--- config.mk ---
export PLATFORM = sky130hd
export DESIGN_NAME = hit_judge
export DESIGN_NICKNAME = d
export VERILOG_FILES = /design/src/rtl/rhythm_pkg.sv /design/src/rtl/btn_sync_edge.sv /design/src/rtl/hit_judge.sv
export SDC_FILE = /design/constraint.sdc
export NUM_CORES = 1
export LEC_CHECK = 0
export ABC_AREA = 1
export CORE_UTILIZATION = 44
export CTS_CLUSTER_SIZE = 14
export DETAILED_ROUTE_END_ITERATION = 6
export PLACE_DENSITY_LB_ADDON = 0.12
export SLEW_MARGIN = 20
export SYNTH_ARGS = -nofsm -noshare
export SYNTH_HDL_FRONTEND = slang
export SYNTH_HIERARCHICAL = 1
export SYNTH_SLANG_ARGS = --single-unit
--- constraint.sdc ---
create_clock -name clk -period 2.4 [get_ports clk]
set_input_delay 0.6 -clock clk [delete_from_list [all_inputs] [get_ports clk]]
set_output_delay 0.6 -clock clk [all_outputs]
set_load 0.05 [all_outputs]
--- src/rtl/rhythm_pkg.sv ---
// Shared rhythm-game definitions: judgement encoding, judge FSM states and combo limit.
// The score counter imports the same judge constants so both ends agree on the code.
package rhythm_pkg;

  localparam logic [1:0] JUDGE_NONE    = 2'b00;
  localparam logic [1:0] JUDGE_EARLY   = 2'b01;
  localparam logic [1:0] JUDGE_LATE    = 2'b10;
  localparam logic [1:0] JUDGE_PERFECT = 2'b11;

  localparam int COMBO_MAX = 255;

  typedef enum logic [1:0] {
    ST_IDLE    = 2'd0,
    ST_EARLY   = 2'd1,
    ST_PERFECT = 2'd2,
    ST_LATE    = 2'd3
  } state_t;

  function automatic logic [7:0] combo_inc(input logic [7:0] v);
    return (v == 8'(COMBO_MAX)) ? v : v + 8'd1;
  endfunction

endpackage

--- src/rtl/btn_sync_edge.sv ---
// Two-flop synchronizer plus registered rising-edge detector for one player button.
// press goes high for one clk, three clk after a clean rising edge on btn_raw.
module btn_sync_edge (
  input  logic clk,
  input  logic reset,
  input  logic btn_raw,
  output logic press
);

  logic sync1, sync2, sync2_d;

  always_ff @(posedge clk or posedge reset) begin
    if (reset) begin
      sync1   <= 1'b0;
      sync2   <= 1'b0;
      sync2_d <= 1'b0;
      press   <= 1'b0;
    end else begin
      sync1   <= btn_raw;
      sync2   <= sync1;
      sync2_d <= sync2;
      press   <= sync2 & ~sync2_d;
    end
  end

endmodule

--- src/rtl/hit_judge.sv ---
// Grades one note lane against the player's button: early-good, perfect, late-good or miss,
// and keeps the running and best combo for the score counter.
module hit_judge
  import rhythm_pkg::*;
#(
  parameter int EARLY_TICKS   = 2,
  parameter int PERFECT_TICKS = 2,
  parameter int LATE_TICKS    = 2
) (
  input  logic       clk,
  input  logic       reset,
  input  logic       tick,
  input  logic       note_arrive,
  input  logic       btn_raw,
  output logic [1:0] judge,
  output logic       miss,
  output logic [7:0] combo,
  output logic [7:0] max_combo,
  output logic       window_open,
  output state_t     state_dbg
);

  // judge/miss form a valid-only interface: a non-zero judge or miss=1 is valid for
  // exactly one clk and there is no ready; the score counter samples on the next edge.

  logic       press;
  state_t     state, state_n;
  logic [7:0] zcnt, zcnt_n;
  logic [1:0] judge_n;
  logic       miss_n, hit;
  logic [7:0] combo_n, max_n;
  logic       zone_expire;

  btn_sync_edge u_btn (
    .clk     (clk),
    .reset   (reset),
    .btn_raw (btn_raw),
    .press   (press)
  );

  assign zone_expire = tick && (zcnt == 8'd1);

  always_ff @(posedge clk or posedge reset) begin
    if (reset) begin
      state <= ST_IDLE;
      zcnt  <= 8'd0;
    end else begin
      state <= state_n;
      zcnt  <= zcnt_n;
    end
  end

  // A new note always restarts the window; the old one is graded in the output logic.
  always_comb begin
    state_n = state;
    zcnt_n  = zcnt;
    if (note_arrive) begin
      state_n = ST_EARLY;
      zcnt_n  = 8'(EARLY_TICKS);
    end else if (state != ST_IDLE) begin
      if (press) begin
        state_n = ST_IDLE;
        zcnt_n  = 8'd0;
      end else if (zone_expire) begin
        case (state)
          ST_EARLY: begin
            state_n = ST_PERFECT;
            zcnt_n  = 8'(PERFECT_TICKS);
          end
          ST_PERFECT: begin
            state_n = ST_LATE;
            zcnt_n  = 8'(LATE_TICKS);
          end
          default: begin
            state_n = ST_IDLE;
            zcnt_n  = 8'd0;
          end
        endcase
      end else if (tick) begin
        zcnt_n = zcnt - 8'd1;
      end
    end
  end

  always_comb begin
    judge_n = JUDGE_NONE;
    miss_n  = 1'b0;
    hit     = 1'b0;
    if (state != ST_IDLE) begin
      if (press) begin
        hit = 1'b1;
        case (state)
          ST_EARLY:   judge_n = JUDGE_EARLY;
          ST_PERFECT: judge_n = JUDGE_PERFECT;
          default:    judge_n = JUDGE_LATE;
        endcase
      end else if (note_arrive || (zone_expire && state == ST_LATE)) begin
        miss_n = 1'b1;
      end
    end
    combo_n = hit ? combo_inc(combo) : (miss_n ? 8'd0 : combo);
    max_n   = (combo_n > max_combo) ? combo_n : max_combo;
  end

  always_ff @(posedge clk or posedge reset) begin
    if (reset) begin
      judge     <= JUDGE_NONE;
      miss      <= 1'b0;
      combo     <= 8'd0;
      max_combo <= 8'd0;
    end else begin
      judge     <= judge_n;
      miss      <= miss_n;
      combo     <= combo_n;
      max_combo <= max_n;
    end
  end

  assign window_open = (state != ST_IDLE);
  assign state_dbg   = state;

endmodule

==> impl_metrics.py, run 1 <==
metrics = {
    "die": {
        "die_w_um": 68.35,
        "die_area_um2": 4671,
        "core_um2": 4115,
        "start_util_pct": 47.07,
        "die_y_um": 68.35,
        "io-pin-count": 27,
        "num_rows": 23,
    },
    "critical_path": {
        "crit_top_cell": "nand2_1",
        "critical_path_class": "reg2reg",
        "cp_slowest_cell": "dfrtp_2",
        "start_kind": "flip-flop",
        "cp_data_required_time_ns": 2.58,
        "cpLargestDelayFamily": "simple AND/OR/NAND/NOR gates",
        "crit_arrival_ns": 2.64,
        "end_kind": "flip-flop",
        "reg2reg_to": "max_combo[6]",
        "cp.buffers_inverters": 6,
        "slowest_delay_ns": 0.41,
        "r2r_start": "state_dbg[1]",
        "path_cells": "inv_2 > ha_4 > clkinvlp_4 > nand2_4 > inv_4 > nand2_2 > buf_4 > nand2_1 > nand3_4 > inv_4 > ha_4 > inv_2 > o21bai_1 > nand2_1 > nand2_1 > nand2_1 > nand2_2 > nand2_4 > nand2_2 > o21ai_1",
        "crit_fanout": 8,
        "reg2reg_depth": 20,
        "ff2ff_setup_slack_ns": -0.06,
    },
    "synthesis": {
        "yosysTopAreaCellShare_pct": 42.64,
        "synth_flop_cell": "dfrtp_1",
        "synth_cell_type_count": 23,
        "ys_seq_elements": 33,
        "yosys.area_share.simple_pct": 27.78,
        "ys_top_cells_by_count": "inv_1, nand2_1, dfrtp_1",
        "syn_nets": 272,
        "yosysMostFrequentCell": "inv_1",
        "synth_area_leaders": "dfrtp_1, inv_1, nand2_1",
        "synth_area_um2": 1937,
        "synth_top_family_by_area": "simple AND/OR/NAND/NOR gates",
        "synthXorXnorAreaFrac_pct": 0.9044,
        "synth_compound_area_share_pct": 8.140,
        "yosys_warnings": 6,
        "syn_inst": 253,
        "synth.avg_cell_area_um2": 7.656,
        "synth_edf_count": 0,
        "yosysTopAreaCell": "dfrtp_1",
        "synthMuxAreaShare_pct": 0,
        "yosysSeqAreaShare_pct": 42.64,
        "synth_adder_area_share_pct": 9.044,
        "async_reset_ff_share_pct": 100.0,
    },
    "power": {
        "max-vdd-ir-drop_mv": 0.7159,
        "p_leak_nw": 1.564,
        "power_density_nw_per_um2": 1114,
    },
    "timing": {
        "maxSlewHeadroom_pct": 66.62,
        "tightest_slew_ns": 0.4992,
        "hold_viol_final": 0,
        "setup_ws_ns": -0.06397,
        "fin_setup_tns_ns": -0.3603,
        "finalSetupViolCount": 8,
        "max_freq_ghz": 0.4059,
        "slew_viol_final": 0,
        "post-route-period-util_pct": 102.7,
        "fin_skew_ns": 0.005795,
        "period_needed_ns": 2.464,
        "rsz0062_at_grt": "true",
    },
    "clocking": {
        "cts_buffer_depth": 2,
        "clk_pin_slew_ns": 0.07,
        "insertion_delay_ns": 0.29,
        "cts-root-buf": "clkbuf_8",
        "hold_buffers": 0,
        "cts_made_buffers": 5,
        "cts_max_level": 2,
        "cts.sinks": 33,
        "tritoncts": "done",
    },
    "hold_path": {
        "hold_path.class": "reg2reg",
        "hp-start": "u_btn/sync1",
        "hold_path_depth": 0,
        "hold_path_end": "u_btn/sync2",
    },
    "drt": {
        "dr.pass1.iters": 4,
        "num_vias": 1912,
        "drc": 0,
        "drtAntennaViolNets": 0,
        "detail_route.vias_per_cell": 4.865,
        "wl_per_cell_um": 13.12,
        "drt_iter0_drc": 90,
        "wl_mm": 5.157,
    },
    "run_status": {
        "violations": "setup timing",
        "status": "complete, but fails checks",
    },
    "placement": {
        "dpl.hpwl_mm": 3.498,
        "dp.cells": 372,
        "gp_congestion": 0.8712,
        "place_ws_ns": -0.6476,
        "port_buffers": 26,
    },
    "global_route": {
        "track_usage_pct": 23.81,
        "grt_pass1_vias": 1846,
        "grt_max_degree": 30,
        "grt_pass1_wl_mm": 7.962,
        "grt-ovfl-total": 0,
        "antenna_found_initial": 0,
    },
    "cells_and_area": {
        "fillerInstances": 318,
        "fin_cells": 393,
        "area.growth.synth_to_final_pct": 58.08,
        "utilization_pct": 74.40,
        "n_antenna_cell": 0,
        "final_net_count": 361,
        "drive_above_1_share_pct": 38.48,
    },
    "job": {
        "drv_cap": 0,
    },
}
## through the flow
step	power [mW]	instance area [um2]	hold slack, ns
detailed placement	2.463	2611	0.3397
finish	3.411	3062	0.3528
global route	3.646	3062	0.3825
global placement	2.430	2611	0.3413
floorplan	1.894	1972	0.3312
CTS	3.229	2928	0.3560
## layer usage
metal	global-route usage, %	share of wire [%]
met5	0	0
met4	8.854	1.1
met3	5.167	3.4
met2	45.22	56
met1	25.23	40
## cells in the final DEF, fill, tap and decap left out, drive strengths merged
master and count:
nand4 7, o21a 1, clkbuf 6, inv 57
o21ai 12, ha 14, nor3 2, bufinv 1
dlygate4sd2 1, nand2 63, a21oi 8, xor2 2
buf 57, o21bai 1, a22oi 1, clkinvlp 2
nand3 23, a21o 1, dfrtp 33, nor2 27
clkdlybuf4s50 24
## layout make-up
type,instances,area [um2],share of cell area [%]
Multi-Input combinational cell,162,1131,36.94
Sequential cell,33,828.3,27.05
Timing Repair Buffer,82,693.2,22.64
Inverter,58,226.5,7.397
Clock buffer,6,82.58,2.697
Tap cell,50,62.56,2.043
Clock inverter,2,37.54,1.226
## worst max-delay path by stage
stage                       startpoint           end  slack, ns  cells after the start
after detailed placement          tick  max_combo[1]      -0.65                     18
after global routing      state_dbg[1]  max_combo[6]      -0.22                     20
after global placement            tick  max_combo[7]      -0.59                     18
after CTS                      zcnt[1]  max_combo[1]      0.007                     17
after floorplan           state_dbg[1]  max_combo[3]      -0.28                     20
final                     state_dbg[1]  max_combo[6]      -0.06                     20
## registers in the layout, summed over array words and instances, names as in the netlist
signal and count:
judge 2, u_btn/sync2 1, zcnt 8, u_btn/press 1, u_btn/sync2_d 1, u_btn/sync1 1
max_combo 8, miss 1, combo 8, state_dbg 2
## logic make-up (layout without fill, tap and decap cells)
group           after synthesis  in the layout
compound gates               24             24
xor+xnor                      2              2
buf+inv                      59            148
fa+ha+maj                    14             14
simple gates                121            122
flops                        33             33
## power by group
group          total, mW  internal [mW]  leakage, nW  switching [mW]
Clock              0.545          0.337       0.0574           0.207
Combinational       2.07          0.823         1.08            1.25
Sequential         0.792          0.688        0.430           0.104
## repair_timing
item / CTS / global route
endpoints found under the setup margin: 8 / 8
gates resized for setup: 34 / 21
cloned: 1 / 0
buffers inserted: 6 / 6
pin swaps: 11 / 17
No activity file was read; power rests on OpenSTA's default activity.
==> run 2, diff against run 1 <==
--- a/config.mk
+++ b/config.mk
@@ -9,6 +9,7 @@
 export CORE_UTILIZATION = 44
 export CTS_CLUSTER_SIZE = 14
 export DETAILED_ROUTE_END_ITERATION = 6
+export GPL_TIMING_DRIVEN = 0
 export PLACE_DENSITY_LB_ADDON = 0.12
 export SLEW_MARGIN = 20
 export SYNTH_ARGS = -nofsm -noshare
==> impl_metrics.py, run 2 (same netlist as run 1, synthesis figures left out) <==
metrics = {
    "run_status": {
        "status": "complete, but fails checks",
        "violations": "setup timing",
    },
    "hold_path": {
        "hold_path_depth": 0,
        "hold_path_end": "u_btn/sync2",
        "hold_path.class": "reg2reg",
        "hp-start": "u_btn/sync1",
    },
    "critical_path": {
        "reg2reg_to": "max_combo[0]",
        "start_kind": "flip-flop",
        "cp_data_required_time_ns": 2.59,
        "crit_arrival_ns": 2.69,
        "path_cells": "inv_2 > ha_4 > nand2_4 > nor2_4 > nand3_2 > nand2_4 > nand2_8 > nand3_4 > inv_4 > ha_4 > inv_2 > o21bai_1 > nand2_1 > nand2_1 > nand2_1 > nand2_2 > nand2_4 > buf_6 > nand2_2 > o21ai_2",
        "crit_fanout": 5,
        "cp_slowest_cell": "dfrtp_1",
        "cp.buffers_inverters": 4,
        "critical_path_class": "reg2reg",
        "slowest_delay_ns": 0.39,
        "r2r_start": "zcnt[1]",
        "end_kind": "flip-flop",
        "cpLargestDelayFamily": "simple AND/OR/NAND/NOR gates",
        "reg2reg_depth": 20,
        "crit_cells": 20,
        "ff2ff_setup_slack_ns": -0.1,
    },
    "global_route": {
        "grt_pass1_wl_mm": 7.307,
        "grt_max_degree": 30,
        "use_met3_pct": 4.333,
        "track_usage_pct": 22.00,
        "antenna_found_initial": 0,
        "globalRouteMet1Util_pct": 24.45,
        "grtUsageMet2_pct": 38.48,
        "grt-ovfl-total": 0,
        "grt.busiest_layer": "met2",
        "grt_pass1_vias": 1670,
    },
    "placement": {
        "gp_congestion": 0.8370,
        "dpl.hpwl_mm": 2.938,
        "dp.cells": 329,
        "post_dp_cell_area_um2": 2295,
        "port_buffers": 26,
    },
    "clocking": {
        "insertion_delay_ns": 0.29,
        "cts_buffer_depth": 2,
        "tritoncts": "done",
        "cts-root-buf": "clkbuf_8",
        "cts_made_buffers": 5,
        "cts_max_level": 2,
        "clk_pin_slew_ns": 0.07,
        "cts.sinks": 33,
    },
    "cells_and_area": {
        "top_regs": "combo x8, max_combo x8, zcnt x8",
        "fin_cells": 363,
        "final_net_count": 331,
        "area.growth.synth_to_final_pct": 50.39,
        "fillerInstances": 312,
        "n_antenna_cell": 0,
        "regArea_um2": 833.3,
        "design_area_um2": 2913,
        "multiInputGateArea_um2": 1181,
        "drive_above_1_share_pct": 36.10,
        "layout_common_cells": "inv_1, nand2_1, dfrtp_1, clkdlybuf4s50_1, buf_4",
        "layout_commonest_cell": "inv_1",
    },
    "job": {
        "drv_cap": 0,
    },
    "drt": {
        "drtAntennaViolNets": 0,
        "detail_route.vias_per_cell": 5.006,
        "dr.pass1.iters": 4,
        "num_vias": 1817,
        "drt_iter0_drc": 90,
        "wl_mm": 4.980,
        "wl_per_cell_um": 13.72,
        "drc": 0,
    },
    "power": {
        "max-vdd-ir-drop_mv": 1.212,
        "power_density_nw_per_um2": 1205,
        "p_leak_nw": 1.455,
    },
    "timing": {
        "period_needed_ns": 2.500,
        "finalSetupViolCount": 8,
        "max_freq_ghz": 0.4000,
        "setup_ws_ns": -0.09984,
        "rsz0062_at_grt": "true",
        "hold_viol_final": 0,
        "fin_setup_tns_ns": -0.7459,
        "tightest_slew_ns": 0.6245,
        "slew_viol_final": 0,
        "maxSlewHeadroom_pct": 58.31,
        "fin_skew_ns": 0.006015,
        "post-route-period-util_pct": 104.2,
    },
    "die": {
        "num_rows": 23,
        "io-pin-count": 27,
        "die_y_um": 68.35,
        "die_area_um2": 4671,
        "start_util_pct": 47.07,
        "core_um2": 4115,
        "die_w_um": 68.35,
    },
}
## run 2: timing repair
| action | CTS | global route |
|---|---|---|
| setup buffers | 19 | 5 |
| gates resized for setup | 25 | 56 |
| endpoints found under the setup margin | 9 | 9 |
| hold buffers | 0 | 0 |
| cloned | 2 | 0 |
| pin swaps | 7 | 19 |
## run 2: final cells by class
cell class / count / share of cell area (%)
Tap cell: 50 / 2.148
Clock buffer: 5 / 2.363
Timing Repair Buffer: 51 / 15.68
Multi-Input combinational cell: 162 / 40.55
Buffer: 1 / 0.3866
Inverter: 58 / 8.033
Clock inverter: 3 / 2.234
Sequential cell: 33 / 28.61
## run 2: how the worst max path moves through the flow
stage / startpoint / end
floorplan: state_dbg[1] / max_combo[3]
detailed placement: tick / max_combo[3]
CTS: state_dbg[0] / max_combo[6]
global placement: tick / max_combo[3]
finish: zcnt[1] / max_combo[0]
global route: zcnt[2] / max_combo[0]
## run 2: where the power goes
part	switching, mW	internal, mW	total [mW]
sequential	0.113	0.691	0.804
clock	0.218	0.413	0.631
combinational	1.26	0.813	2.08
total	1.59	1.92	3.51
## run 2: metrics by stage
| stage | power (mW) | hold slack [ns] | utilization [%] | setup slack (ns) |
|---|---|---|---|---|
| after floorplan | 1.894 | 0.3312 | - | -0.2801 |
| final | 3.510 | 0.3533 | 70.78 | -0.09984 |
| after detailed placement | 2.264 | 0.3395 | 55.76 | -0.7585 |
| after global placement | 2.249 | 0.3425 | 55.76 | -0.7471 |
| after global routing | 3.730 | 0.3587 | 70.78 | -0.2202 |
| after CTS | 3.212 | 0.3561 | 64.40 | 0.002738 |
## run 2: metal layers
metal / share of wire (%) / vias to the layer above
met4: 2.2 / 0
li1: - / 908
met3: 3.5 / 8
met2: 52 / 36
met5: 0 / -
met1: 42 / 865
